### src/rtl/line_sensor_frontend.sv
// Charges, times and debounces three RC-decay reflectance sensors (left, middle, right).
// Macro LINE_SENSOR_DEBOUNCE_EN compiles in the consecutive-sample filter; without it raw bits pass straight through.

module line_sensor_frontend #(
   parameter int CHARGE_CYCLES  = 500,
   parameter int TIMEOUT_CYCLES = 150000,
   parameter int THRESHOLD      = 50000,
   parameter int FILTER_DEPTH   = 4,
   parameter int CNT_W          = 18
) (
   input  logic       clk,
   input  logic       rst_n,
   input  logic [2:0] sensor_in,
   output logic [2:0] sensor_oe,
   output logic [2:0] sensor_drive,
   output logic       sensorLeftFiltered,
   output logic       sensorMiddleFiltered,
   output logic       sensorRightFiltered,
   output logic       sample_valid
);

   localparam int CHG_W = (CHARGE_CYCLES > 1) ? $clog2(CHARGE_CYCLES) : 1;
   localparam logic [CHG_W-1:0] CHARGE_LAST  = CHG_W'(CHARGE_CYCLES - 1);
   localparam logic [CNT_W-1:0] MEASURE_LAST = CNT_W'(TIMEOUT_CYCLES - 1);
   localparam logic [CNT_W-1:0] TIMEOUT_VAL  = CNT_W'(TIMEOUT_CYCLES);
   localparam logic [CNT_W-1:0] THRESH_VAL   = CNT_W'(THRESHOLD);

   typedef enum logic [1:0] {
      ST_CHARGE  = 2'd0,
      ST_MEASURE = 2'd1,
      ST_UPDATE  = 2'd2
   } state_e;

   logic [2:0]            sync1_q;
   logic [2:0]            sync2_q;
   state_e                state_q, state_d;
   logic                  started_q;
   logic [CHG_W-1:0]      chargeCnt_q, chargeCnt_d;
   logic [CNT_W-1:0]      measCnt_q, measCnt_d;
   logic [2:0][CNT_W-1:0] decay_q, decay_d;
   logic [2:0]            latched_q, latched_d;
   logic [2:0]            rawBit;
   logic [2:0]            filt_q, filt_d;

   // Synchronizers idle high so a freshly reset block never sees a false decay.
   always_ff @(posedge clk or negedge rst_n) begin
      if (!rst_n) begin
         sync1_q <= 3'b111;
         sync2_q <= 3'b111;
      end else begin
         sync1_q <= sensor_in;
         sync2_q <= sync1_q;
      end
   end

   always_ff @(posedge clk or negedge rst_n) begin
      if (!rst_n) begin
         state_q     <= ST_CHARGE;
         started_q   <= 1'b0;
         chargeCnt_q <= '0;
         measCnt_q   <= '0;
         decay_q     <= {3{TIMEOUT_VAL}};
         latched_q   <= '0;
      end else begin
         state_q     <= state_d;
         started_q   <= 1'b1;
         chargeCnt_q <= chargeCnt_d;
         measCnt_q   <= measCnt_d;
         decay_q     <= decay_d;
         latched_q   <= latched_d;
      end
   end

   // started_q holds off charging for the first cycle after reset so CHARGE is
   // always a full window with the pins released during reset.
   always_comb begin
      state_d     = state_q;
      chargeCnt_d = chargeCnt_q;
      measCnt_d   = measCnt_q;
      decay_d     = decay_q;
      latched_d   = latched_q;
      unique case (state_q)
         ST_CHARGE: begin
            measCnt_d = '0;
            latched_d = '0;
            decay_d   = {3{TIMEOUT_VAL}};
            if (started_q) begin
               if (chargeCnt_q == CHARGE_LAST) begin
                  chargeCnt_d = '0;
                  state_d     = ST_MEASURE;
               end else begin
                  chargeCnt_d = chargeCnt_q + 1'b1;
               end
            end
         end
         ST_MEASURE: begin
            for (int i = 0; i < 3; i++) begin
               if (!latched_q[i] && !sync2_q[i]) begin
                  decay_d[i]   = measCnt_q;
                  latched_d[i] = 1'b1;
               end
            end
            measCnt_d = measCnt_q + 1'b1;
            if ((&latched_d) || (measCnt_q == MEASURE_LAST)) begin
               state_d = ST_UPDATE;
            end
         end
         ST_UPDATE: begin
            state_d = ST_CHARGE;
         end
         default: begin
            state_d = ST_CHARGE;
         end
      endcase
   end

   always_comb begin
      for (int i = 0; i < 3; i++) begin
         rawBit[i] = (decay_q[i] < THRESH_VAL);
      end
   end

`ifdef LINE_SENSOR_DEBOUNCE_EN
   localparam int FLT_W = $clog2(FILTER_DEPTH + 1);
   localparam logic [FLT_W-1:0] FLIP_AT = FLT_W'(FILTER_DEPTH - 1);

   logic [2:0][FLT_W-1:0] disCnt_q, disCnt_d;

   always_ff @(posedge clk or negedge rst_n) begin
      if (!rst_n) begin
         disCnt_q <= '0;
      end else begin
         disCnt_q <= disCnt_d;
      end
   end

   // A run of FILTER_DEPTH disagreeing samples flips the output; any agreeing sample restarts the run.
   always_comb begin
      filt_d   = filt_q;
      disCnt_d = disCnt_q;
      if (state_q == ST_UPDATE) begin
         for (int i = 0; i < 3; i++) begin
            if (rawBit[i] == filt_q[i]) begin
               disCnt_d[i] = '0;
            end else if (disCnt_q[i] == FLIP_AT) begin
               filt_d[i]   = ~filt_q[i];
               disCnt_d[i] = '0;
            end else begin
               disCnt_d[i] = disCnt_q[i] + 1'b1;
            end
         end
      end
   end
`else
   always_comb begin
      filt_d = filt_q;
      if (state_q == ST_UPDATE) begin
         filt_d = rawBit;
      end
   end
`endif

   // Filtered bits reset to all-ones, which downstream treats as motors off.
   always_ff @(posedge clk or negedge rst_n) begin
      if (!rst_n) begin
         filt_q <= 3'b111;
      end else begin
         filt_q <= filt_d;
      end
   end

   always_comb begin
      sensor_oe    = 3'b000;
      sensor_drive = 3'b000;
      if ((state_q == ST_CHARGE) && started_q) begin
         sensor_oe    = 3'b111;
         sensor_drive = 3'b111;
      end
   end

   assign sample_valid         = (state_q == ST_UPDATE);
   assign sensorLeftFiltered   = filt_q[2];
   assign sensorMiddleFiltered = filt_q[1];
   assign sensorRightFiltered  = filt_q[0];

endmodule

### config.mk
export PLATFORM = sky130hd
export DESIGN_NAME = line_sensor_frontend
export DESIGN_NICKNAME = d
export VERILOG_FILES = /design/src/rtl/line_sensor_frontend.sv
export SDC_FILE = /design/constraint.sdc
export NUM_CORES = 1
export LEC_CHECK = 0
export ABC_AREA = 0
export CELL_PAD_IN_SITES_DETAIL_PLACEMENT = 2
export CELL_PAD_IN_SITES_GLOBAL_PLACEMENT = 2
export CORE_MARGIN = 4
export CORE_UTILIZATION = 39
export CTS_CLUSTER_SIZE = 20
export DETAILED_ROUTE_END_ITERATION = 8
export GPL_ROUTABILITY_DRIVEN = 0
export PLACE_DENSITY_LB_ADDON = 0.3
export SLEW_MARGIN = 20
export SYNTH_ARGS = -nofsm -noshare
export SYNTH_HDL_FRONTEND = slang
export SYNTH_SLANG_ARGS = --single-unit
### constraint.sdc
create_clock -name clk -period 2.56 [get_ports clk]
set_clock_uncertainty 0.05 [all_clocks]
set_input_delay 0.64 -clock clk [delete_from_list [all_inputs] [get_ports clk]]
set_output_delay 0.64 -clock clk [all_outputs]
set_load 0.03 [all_outputs]
==> results.json <==
{
  "outcome": "completed",
  "synth-simple-area-share_pct": 23.20,
  "start_util_pct": 40.45,
  "critPathTopFamily": "buffers and inverters",
  "cp_slowest_stage_delay_ps": 660,
  "h-tree-depth": 3,
  "clock_sinks": 84,
  "async_flop_share_pct": 100.0,
  "netlist_area_mm2": 0.003791,
  "leakage_nw": 1.631,
  "yosys_most_used_dff": "dfrtp_1",
  "timing.final.ws_setup_ps": 196.1,
  "synth_top_family_by_area": "simple AND/OR/NAND/NOR gates",
  "setup_viol": 0,
  "drt_iter0_markers": 125,
  "synthMuxAreaShare_pct": 0.5611,
  "hold_viol_final": 0,
  "critPathCaptureType": "primary output",
  "r2r_start": "measCnt_q[0]",
  "grt_usage_pct": 18.74,
  "period_needed_ps": 2364,
  "via_per_inst": 5.349,
  "critPathBufInv": 2,
  "min_path_type": "in2async",
  "nets": 411,
  "wl_per_cell_um": 17.83,
  "io_buffers": 14,
  "max-cap-violations": 0,
  "rsz0062_at_grt": "no",
  "regArea_mm2": 0.002143,
  "syn_inst": 399,
  "p_per_area_mw_per_mm2": 628.7,
  "drv_slew": 0,
  "grt_pass1_vias": 3244,
  "grt_first_pass_wirelength_mm": 16.71,
  "dieArea_mm2": 0.01136,
  "crit_chain": "nand2b_1, inv_1, clkdlybuf4s50_1",
  "startpoint": "state_q[0]",
  "die_w_um": 106.6,
  "antenna-diode-count": 0,
  "grt_overflow": 0,
  "clockBufferDepth": 2,
  "vdd.ir_drop.worst_mv": 0.3225,
  "utilization_pct": 45.22,
  "syn2layout_area_growth_pct": 11.78,
  "crit_arrival_ps": 1670,
  "ys_seq_area_share_pct": 56.53,
  "numCtsBuffers": 9,
  "core_mm2": 0.009371,
  "p_total_mw": 2.664,
  "grt_max_degree": 49,
  "crit_slowest_cell": "clkdlybuf4s50_1",
  "synth_nets": 406,
  "dpl-instance-area_mm2": 0.004026,
  "post-route-drc-count": 0,
  "synth_xor_area_share_pct": 2.772,
  "first_pass_iters": 4,
  "yosys_warnings": 0,
  "synth_adder_area_share_pct": 0.6601,
  "hold_buffers": 0,
  "num_rows": 35,
  "synth-edff-count": 0,
  "path_clk_slew_ps": 90,
  "setup_tns_ps": 0,
  "cts_tree": "yes",
  "synth_compound_area_share_pct": 11.91,
  "synth_cell_types": 43,
  "worstSetupPathType": "reg2out",
  "cts_resized": 0,
  "die_h_um": 106.6,
  "pre_cts_ws_ps": 499.6,
  "vias": 2878,
  "critPathMaxFanout": 2,
  "multi_input_area_mm2": 0.001489,
  "drive_gt1_share_pct": 19.07,
  "ant_nets": 0,
  "cts_setup_buffers": 0,
  "cts_root_buf": "clkbuf_8",
  "clkLatencyLatePin_ps": 360,
  "wl_mm": 9.592,
  "nFillCells": 1052,
  "min_period_over_period_pct": 92.34,
  "synth.avg_cell_area_um2": 9.502,
  "antenna_found_initial": 0,
  "required_ps": 1870,
  "io_pins": 15,
  "ys_seq_elements": 84,
  "startpoint_type": "flip-flop",
  "max_freq_mhz": 423.0,
  "fin_area_mm2": 0.004238,
  "hpwl_mm": 6.538
}
==> where the power goes <==
part | internal, mW | leakage (nW) | total [mW] | switching (mW)
logic | 0.0881 | 0.485 | 0.202 | 0.113
registers | 1.39 | 1.04 | 1.46 | 0.0675
clock network | 0.506 | 0.106 | 1.00 | 0.498
==> per-stage QoR <==
| stage | hold slack [ps] | cells |
|---|---|---|
| CTS | 188.2 | 538 |
| detailed placement | 296.9 | 522 |
| floorplan | 294.4 | 399 |
| global route | 194.7 | 538 |
| finish | 183.2 | 538 |
| global placement | 295.5 | 522 |
==> final timing paths <==
kind | cells after the start | slack, ps | endpoint
worst min-delay path | 1 | 180 | decay_q[49]
worst max-delay path | 3 | 200 | sample_valid
worst min register to register | 0 | 310 | sync2_q[1]
worst max register to register | 5 | 520 | measCnt_q[16]
min in group clk | 0 | 310 | sync2_q[1]
max in group asynchronous | 2 | 1580 | decay_q[22]
==> registers in the layout, indices dropped and copies added (netlist names) <==
name,count
chargeCnt_q,9
decay_q,42
filt_q,3
latched_q,3
measCnt_q,18
started_q,1
state_q,2
sync1_q,3
sync2_q,3
==> cells by family (layout without fill, tap and decap cells) <==
logic type                 count (synthesis)  in the layout
muxes                                      2              2
DFF                                       84             84
xor gates and xnor gates                  12             12
and+or+nand+nor                          183            183
buffers and inverters                     36             46
other                                      1              1
AOI/OAI and AO/OA                         79             79
adders and majority gates                  2              2
==> layer usage <==
metal | global-route usage (%) | wire, um | share of wire, % | up-vias
met5 | 0 | 0 | 0 | -
met4 | 4.840 | 72 | 0.75 | 0
met3 | 3.913 | 233 | 2.4 | 6
met2 | 33.09 | 5079 | 53 | 32
met1 | 23.32 | 4207 | 44 | 1482
li1 | - | - | - | 1358
==> synth_stat cells, types with 5 or more instances <==
library cell  count  area share [%]
nor3_1            5            0.66
a21oi_1          10             1.3
o21ai_0          51             6.7
nor2_1           45             4.5
nand2_1          78             7.7
nand4_1           8             1.3
clkbuf_1         19             1.9
or3_1             7             1.2
nor4_1            6            0.99
dfstp_2          33              23
buf_4             5            0.99
buf_2             5            0.66
dfrtp_1          51              34
xnor2_1           8             1.8
inv_1             5            0.50
nand3b_1          5            0.99
o41ai_1           5             1.2
nand3_1           8             1.1
==> layout make-up <==
type / count / area share, %
clock inverter: 5 / 1.417
tap: 129 / 3.809
clock buffer: 11 / 3.572
multi-input combinational: 279 / 35.13
inverter: 6 / 0.5314
timing repair buffer: 24 / 4.960
sequential: 84 / 50.58
==> cells in the final DEF, fill, tap and decap left out, types with 4 or more instances in the layout <==
cell type,count
nor4_1,6
o41ai_1,5
nand3_1,8
nor3_1,5
dfstp_2,33
xor2_1,4
a21oi_1,10
nand2_1,78
nand4_1,8
nor2_1,44
clkbuf_8,11
o211ai_1,4
clkdlybuf4s50_1,7
dfrtp_1,51
nand2b_1,4
or3_1,7
inv_1,5
o21ai_0,51
buf_4,16
nand3b_1,5
xnor2_1,8
No activity file was read; power rests on OpenSTA's default activity.
